==> src/rtl/riscboy_ppu_sprite_engine_pkg.sv <==
// Shared types and helpers for the per-sprite scanline engine.
package riscboy_ppu_sprite_engine_pkg;

  typedef enum logic [1:0] {
    S_IDLE  = 2'd0,
    S_QUERY = 2'd1,
    S_PRE   = 2'd2,
    S_RUN   = 2'd3
  } state_t;

  // Pixel mode to log2(bits per pixel); modes above 16bpp clamp to 16bpp.
  function automatic logic [2:0] mode_log_pixsize(input logic [2:0] pixmode);
    mode_log_pixsize = (pixmode > 3'd4) ? 3'd4 : pixmode;
  endfunction

endpackage

==> src/rtl/riscboy_ppu_sprite_shiftbuf.sv <==
// Holding buffer plus pixel shift register for one sprite line.
module riscboy_ppu_sprite_shiftbuf #(
  parameter int W_DATA     = 32,
  parameter int W_SHIFTCTR = $clog2(W_DATA)
) (
  input  logic                  clk,
  input  logic                  rst_n,
  input  logic                  clear,
  input  logic                  load,
  input  logic                  load_first,
  input  logic [W_DATA-1:0]     load_data,
  input  logic [W_SHIFTCTR-1:0] seek,
  input  logic                  consume,
  input  logic [2:0]            log,
  output logic                  empty,
  output logic [W_SHIFTCTR:0]   bits,
  output logic [15:0]           data
);

  localparam int W_BITS = W_SHIFTCTR + 1;

  logic [W_DATA-1:0] hb_data;
  logic              hb_valid;
  logic              hb_first;
  logic [W_DATA-1:0] sr;
  logic [W_BITS-1:0] bits_r;
  logic [W_BITS-1:0] pix_w;
  logic [W_BITS-1:0] off;
  logic [15:0]       mask;
  logic              transfer;

  assign pix_w    = W_BITS'(1) << log;
  assign off      = hb_first ? {1'b0, seek} : '0;
  assign transfer = hb_valid && (bits_r == '0);
  assign mask     = 16'((17'd1 << pix_w) - 17'd1);

  assign empty = !hb_valid;
  assign bits  = bits_r;
  assign data  = sr[15:0] & mask;

  // Move HB into SR once SR drains; otherwise shift out one pixel per consume.
  always_ff @(posedge clk or negedge rst_n) begin
    if (!rst_n) begin
      hb_data  <= '0;
      hb_valid <= 1'b0;
      hb_first <= 1'b0;
      sr       <= '0;
      bits_r   <= '0;
    end else if (clear) begin
      hb_data  <= '0;
      hb_valid <= 1'b0;
      hb_first <= 1'b0;
      sr       <= '0;
      bits_r   <= '0;
    end else begin
      if (transfer) begin
        sr       <= hb_data >> off;
        bits_r   <= W_BITS'(W_DATA) - off;
        hb_valid <= 1'b0;
      end else if (consume && bits_r != '0) begin
        sr     <= sr >> pix_w;
        bits_r <= (bits_r > pix_w) ? bits_r - pix_w : '0;
      end
      if (load) begin
        hb_data  <= load_data;
        hb_first <= load_first;
        hb_valid <= 1'b1;
      end
    end
  end

endmodule

==> src/rtl/riscboy_ppu_sprite_engine.sv <==
// Per-sprite scanline engine: AGU query, tile-row fetch, beam-synchronous pixel output.
module riscboy_ppu_sprite_engine
  import riscboy_ppu_sprite_engine_pkg::*;
#(
  parameter int W_DATA     = 32,
  parameter int W_COORD    = 10,
  parameter int W_SHIFTCTR = $clog2(W_DATA)
) (
  input  logic                  clk,
  input  logic                  rst_n,
  input  logic                  scanline_start,
  input  logic                  beam_advance,
  input  logic [2:0]            cfg_pixmode,
  output logic                  agu_req,
  input  logic                  agu_ack,
  input  logic                  agu_active,
  input  logic [W_COORD-1:0]    agu_x_precount,
  input  logic [4:0]            agu_x_postcount,
  input  logic [W_SHIFTCTR-1:0] agu_shift_seek_target,
  output logic                  bus_vld,
  input  logic                  bus_rdy,
  output logic [4:0]            bus_postcount,
  input  logic [W_DATA-1:0]     bus_data,
  output logic                  pix_vld,
  output logic [15:0]           pix_data,
  output logic                  pix_underrun
);

  localparam int W_BITS = W_SHIFTCTR + 1;

  // Bus handshake: bus_vld rises only when HB is free and pixels remain to be
  // fetched, then stays high (with bus_postcount frozen) until bus_rdy; a word
  // transfers on every edge where both are high. A request outstanding across
  // an abort still completes, and its data is thrown away via flush.

  state_t                state, state_nxt;
  logic [W_COORD-1:0]    precount;
  logic [4:0]            postcount;
  logic [W_SHIFTCTR-1:0] seek;
  logic [4:0]            fetch_rem;
  logic                  first_fetch;
  logic                  bus_vld_r;
  logic [4:0]            bus_pc_r;
  logic                  flush;

  logic [2:0]            log_pix;
  logic                  sb_empty;
  logic [W_BITS-1:0]     sb_bits;
  logic [15:0]           sb_data;
  logic [W_BITS-1:0]     off_f;
  logic [W_BITS-1:0]     fetch_pix;
  logic                  active_state, handshake, run_adv, pix_avail;
  logic                  consume, clear, load, issue, ack_take;

  assign log_pix      = mode_log_pixsize(cfg_pixmode);
  assign active_state = (state == S_PRE) || (state == S_RUN);
  assign handshake    = bus_vld_r && bus_rdy;
  assign pix_avail    = (sb_bits != '0);
  assign run_adv      = (state == S_RUN) && beam_advance && !scanline_start;
  assign consume      = run_adv && pix_avail;
  assign clear        = scanline_start || (run_adv && (!pix_avail || postcount <= 5'd1));
  assign load         = handshake && !flush && active_state && !clear;
  assign issue        = active_state && (fetch_rem != '0) && sb_empty && !bus_vld_r
                        && !scanline_start;
  assign ack_take     = (state == S_QUERY) && agu_ack && !scanline_start;
  assign off_f        = first_fetch ? {1'b0, seek} : '0;
  assign fetch_pix    = (W_BITS'(W_DATA) - off_f) >> log_pix;

  assign bus_vld       = bus_vld_r;
  assign bus_postcount = bus_pc_r;
  assign pix_vld       = (state == S_RUN) && pix_avail;
  assign pix_data      = sb_data;

  // State register.
  always_ff @(posedge clk or negedge rst_n) begin
    if (!rst_n) state <= S_IDLE;
    else        state <= state_nxt;
  end

  // Next-state and per-state outputs; scanline_start overrides everything.
  always_comb begin
    state_nxt    = state;
    agu_req      = (state == S_QUERY);
    pix_underrun = run_adv && !pix_avail;
    if (scanline_start) begin
      state_nxt = S_QUERY;
    end else begin
      case (state)
        S_QUERY: if (agu_ack) begin
          if (!agu_active || agu_x_postcount == '0) state_nxt = S_IDLE;
          else if (agu_x_precount != '0)            state_nxt = S_PRE;
          else                                       state_nxt = S_RUN;
        end
        S_PRE:   if (beam_advance && precount <= W_COORD'(1)) state_nxt = S_RUN;
        S_RUN:   if (beam_advance && (!pix_avail || postcount <= 5'd1)) state_nxt = S_IDLE;
        default: state_nxt = state;
      endcase
    end
  end

  // Line counters: latched on ack, stepped by beam advances and fetches.
  always_ff @(posedge clk or negedge rst_n) begin
    if (!rst_n) begin
      precount    <= '0;
      postcount   <= '0;
      seek        <= '0;
      fetch_rem   <= '0;
      first_fetch <= 1'b0;
    end else if (ack_take) begin
      precount    <= agu_x_precount;
      postcount   <= agu_x_postcount;
      seek        <= agu_shift_seek_target;
      fetch_rem   <= agu_x_postcount;
      first_fetch <= 1'b1;
    end else begin
      if (state == S_PRE && beam_advance && !scanline_start && precount != '0)
        precount <= precount - W_COORD'(1);
      if (consume)
        postcount <= postcount - 5'd1;
      if (load) begin
        fetch_rem   <= (32'(fetch_pix) < 32'(fetch_rem)) ? fetch_rem - 5'(fetch_pix) : '0;
        first_fetch <= 1'b0;
      end
    end
  end

  // Fetch request: hold until accepted; mark stale if the line is aborted meanwhile.
  always_ff @(posedge clk or negedge rst_n) begin
    if (!rst_n) begin
      bus_vld_r <= 1'b0;
      bus_pc_r  <= '0;
      flush     <= 1'b0;
    end else begin
      if (bus_vld_r) begin
        if (bus_rdy) bus_vld_r <= 1'b0;
      end else if (issue) begin
        bus_vld_r <= 1'b1;
        bus_pc_r  <= fetch_rem;
      end
      if (handshake)                         flush <= 1'b0;
      else if (bus_vld_r && scanline_start)  flush <= 1'b1;
    end
  end

  riscboy_ppu_sprite_shiftbuf #(
    .W_DATA     (W_DATA),
    .W_SHIFTCTR (W_SHIFTCTR)
  ) u_shiftbuf (
    .clk        (clk),
    .rst_n      (rst_n),
    .clear      (clear),
    .load       (load),
    .load_first (first_fetch),
    .load_data  (bus_data),
    .seek       (seek),
    .consume    (consume),
    .log        (log_pix),
    .empty      (sb_empty),
    .bits       (sb_bits),
    .data       (sb_data)
  );

endmodule
==> config.mk <==
export PLATFORM = sky130hd
export DESIGN_NAME = riscboy_ppu_sprite_engine
export DESIGN_NICKNAME = d
export VERILOG_FILES = /design/src/rtl/riscboy_ppu_sprite_engine_pkg.sv /design/src/rtl/riscboy_ppu_sprite_shiftbuf.sv /design/src/rtl/riscboy_ppu_sprite_engine.sv
export SDC_FILE = /design/constraint.sdc
export NUM_CORES = 1
export LEC_CHECK = 0
export CAP_MARGIN = 30
export CORE_ASPECT_RATIO = 0.7
export CORE_MARGIN = 2
export CORE_UTILIZATION = 58
export DETAILED_ROUTE_END_ITERATION = 16
export PLACE_DENSITY = 0.87
export SLEW_MARGIN = 15
export SYNTH_ARGS = -nofsm -noshare
export SYNTH_HDL_FRONTEND = slang
export SYNTH_SLANG_ARGS = --single-unit
==> constraint.sdc <==
create_clock -name clk -period 4.2 [get_ports clk]
set_input_delay 1.05 -clock clk [delete_from_list [all_inputs] [get_ports clk]]
set_output_delay 1.05 -clock clk [all_outputs]
set_load 0.05 [all_outputs]
==> flow_summary.ini <==
[synthesis]
synth_edf_count = 0
synth_area_um2 = 8440
netlist_instances = 1009
ys.flop_type = dfrtp_1
async_reset_ff_share_pct = 100
synth_warnings = 0
synth.ff_latch_count = 107
yosysUniqueCellTypes = 71
synth.avg_cell_area_um2 = 8.36
ys_seq_area_share_pct = 31.7

[finish]
drive_above_1_share_pct = 9.67
final_cell_mix = 190 x nand2_1, 107 x dfrtp_1, 98 x a21oi_1
area_delta_synth_final_pct = 16.6
final_cells = 1255
antenna_cells = 0
final_common_cell = nand2_1
num-nets-final = 1150

[grt]
antenna_found_initial = 0
grtUsageTotal_pct = 33.0
grt_use_met3_pct = 10.4
grt_pass1_wl_um = 41200
busiest_layer = met1
grt_max_degree = 63
use_met1_pct = 49.0
met2_usage_pct = 47.6
grt_pass1_vias = 7757
globalRouteOverflowTotal = 0

[timing]
holdWs_ns = 0.486
fin_crit_sh_pct = 90.0
worstMarginPinSlew_ns = 0.967
skew_ns = 0.0108
min_period_ns = 3.78
relSlewSlack_pct = 33.9
finalHoldViolations = 0
fmax_mhz = 265
rsz0062_at_grt = no
fin_tns_setup_ns = 0
setup_viol = 0
slew_viol_final = 0

[status]
status = finished, final reports clean

[clocking]
hold_buffers = 0
cts_root_buf = clkbuf_16
cts_resized = 0
cts_made_buffers = 9
cts_sinks = 107
clockBufferDepth = 2
clk_latency_ns = 0.36
postCtsSetupBuffers = 0
htreeDepth = 3
cts_tree = built
clk_pin_slew_ns = 0.07

[placement]
port_buffers = 86
place.gp.congestion = 1.01
hpwl_um = 18700
dpl.cell_count = 1239

[power]
p_leak_nw = 4.30
ir_drop_mv = 0.206
p_per_area_nw_per_um2 = 317

[floorplanning]
fp.coreArea_um2 = 14100
num_rows = 36
boundaryPins = 87
start_util_pct = 60.0
die_w_um = 148
die_y_um = 105
dieArea_um2 = 15500

[critical_path]
cp_data_required_time_ns = 4.39
rr_worst_depth = 13
worstSetupPathType = in -> reg
path_cells = clkdlybuf4s50_1, or2_2, nor2_1, ha_1, inv_1, fa_1, and3_1, a211oi_1, o21ai_0, o211a_1, a32oi_1, o21ai_0
worst_setup_path_end_kind = register
start_kind = input port
cpPeakStageDelay_ns = 0.45
slowest_stage = clkdlybuf4s50_1
crit_top_cell = o21ai_0
crit_fanout = 5
crit_arrival_ns = 3.97

[flow_run]
cap_violations = 0

[worst_hold_path]
hp-class = reg -> reg
whs_path_depth = 2

[drt]
ant_nets = 0
drtIter0Drc = 1365
drc = 0
drtPass1Iterations = 7
via_per_inst = 6.71
routed_wl_um = 25200
wire_per_inst_um = 20.1
vias = 8415
[worst paths after layout]
check / startpoint / end / slack [ns]
max in group asynchronous: rst_n / u_shiftbuf.sr[24]$_DFFE_PN0P_ / 2.79
hold / removal: bus_postcount[3]$_DFFE_PN0P_ / bus_postcount[3]$_DFFE_PN0P_ / 0.49
hold reg to reg: bus_postcount[3]$_DFFE_PN0P_ / bus_postcount[3]$_DFFE_PN0P_ / 0.49
min in group asynchronous: rst_n / precount[6]$_DFFE_PN0P_ / 0.67
setup reg to reg: seek[1]$_DFFE_PN0P_ / fetch_rem[3]$_DFFE_PN0P_ / 0.75
setup / recovery: cfg_pixmode[2] / u_shiftbuf.bits[3]$_DFFE_PN0P_ / 0.42
[per-stage QoR]
stage / total power, mW / cell area (um^2) / worst slack [ns] / utilization, %
final: 3.12 / 9840 / 0.421 / 70.0
after global routing: 3.28 / 9840 / 0.299 / 70.0
after CTS: 3.11 / 9840 / 0.466 / 70.0
after detailed placement: 2.28 / 9550 / 0.130 / 67.9
after global placement: 2.25 / 9550 / 0.302 / 67.9
after floorplan: 1.95 / 8450 / 0.309 / -
[layout make-up]
type                    instances  area [um^2]
clock buffers                   9          225
clock inverters                 7         68.8
fillers                      1114         4210
inverters                      25         93.8
multi-input cells             805         5350
flip-flops and latches        107         2680
well taps                     190          238
repair buffers                112         1180
[layer usage]
metal  up-vias  part of all wire [%]  wire length (um)
li1       3769                     -                 -
met1      3983                    41             10400
met2       597                    43             10900
met3        66                    14              3490
met4         0                   1.9               488
met5         -                     0                 0
[power breakdown]
group / internal [mW] / switching, mW
Sequential: 1.14 / 0.153
Combinational: 0.413 / 0.573
Clock: 0.418 / 0.422
Total: 1.97 / 1.15
[logic make-up after synthesis]
family,share of synthesized area (%)
XOR/XNOR,1.87
AO/OA/AOI/OAI,22.9
multiplexers,15.1
flip-flops,31.7
buffers and inverters,5.01
adder cells (fa/ha/maj),4.33
AND/OR/NAND/NOR,19.1
other,0.0444
[worst max-delay path, delay by kind of cell]
kind	cells	cell delay, ns
AND/OR/NAND/NOR	3	0.76
buffers and inverters	2	0.51
AO/OA/AOI/OAI	5	1.04
adder cells (fa/ha/maj)	2	0.62
[synthesized netlist by cell type (all sizes together), types with 4 or more instances]
cell type / number / share of area, %
mux4: 21 / 5.6
a221oi: 4 / 0.42
a22o: 11 / 1.1
nand2b: 6 / 0.44
a31oi: 11 / 0.82
a2111oi: 4 / 0.42
a21o: 7 / 0.62
a21oi: 98 / 5.8
or2: 7 / 0.52
xnor2: 8 / 0.83
a211oi: 25 / 2.2
a32oi: 4 / 0.42
and2: 15 / 1.1
buf: 37 / 2.3
mux2i: 72 / 8.5
xor2: 10 / 1.0
ha: 26 / 3.9
a32o: 6 / 0.71
or3: 8 / 0.61
nor2b: 12 / 0.89
o21a: 4 / 0.36
nand3: 19 / 1.1
a22oi: 14 / 1.2
clkbuf: 37 / 1.6
o21ai: 70 / 4.2
nor4: 4 / 0.47
inv: 25 / 1.1
nor3: 15 / 1.1
o211ai: 12 / 1.1
and3: 9 / 0.67
mux2: 7 / 0.93
nor2: 53 / 2.4
nand2: 191 / 8.5
dfrtp: 107 / 32
o22ai: 7 / 0.52
[sequential cells by signal, summed over array words and instances, names as in the netlist]
name                 flops
u_shiftbuf.hb_data      32
u_shiftbuf.sr           32
precount                10
u_shiftbuf.bits          6
bus_postcount            5
fetch_rem                5
postcount                5
seek                     5
state                    2
bus_vld                  1
first_fetch              1
flush                    1
u_shiftbuf.hb_first      1
u_shiftbuf.hb_valid      1
(Power assumes the default switching activity.)
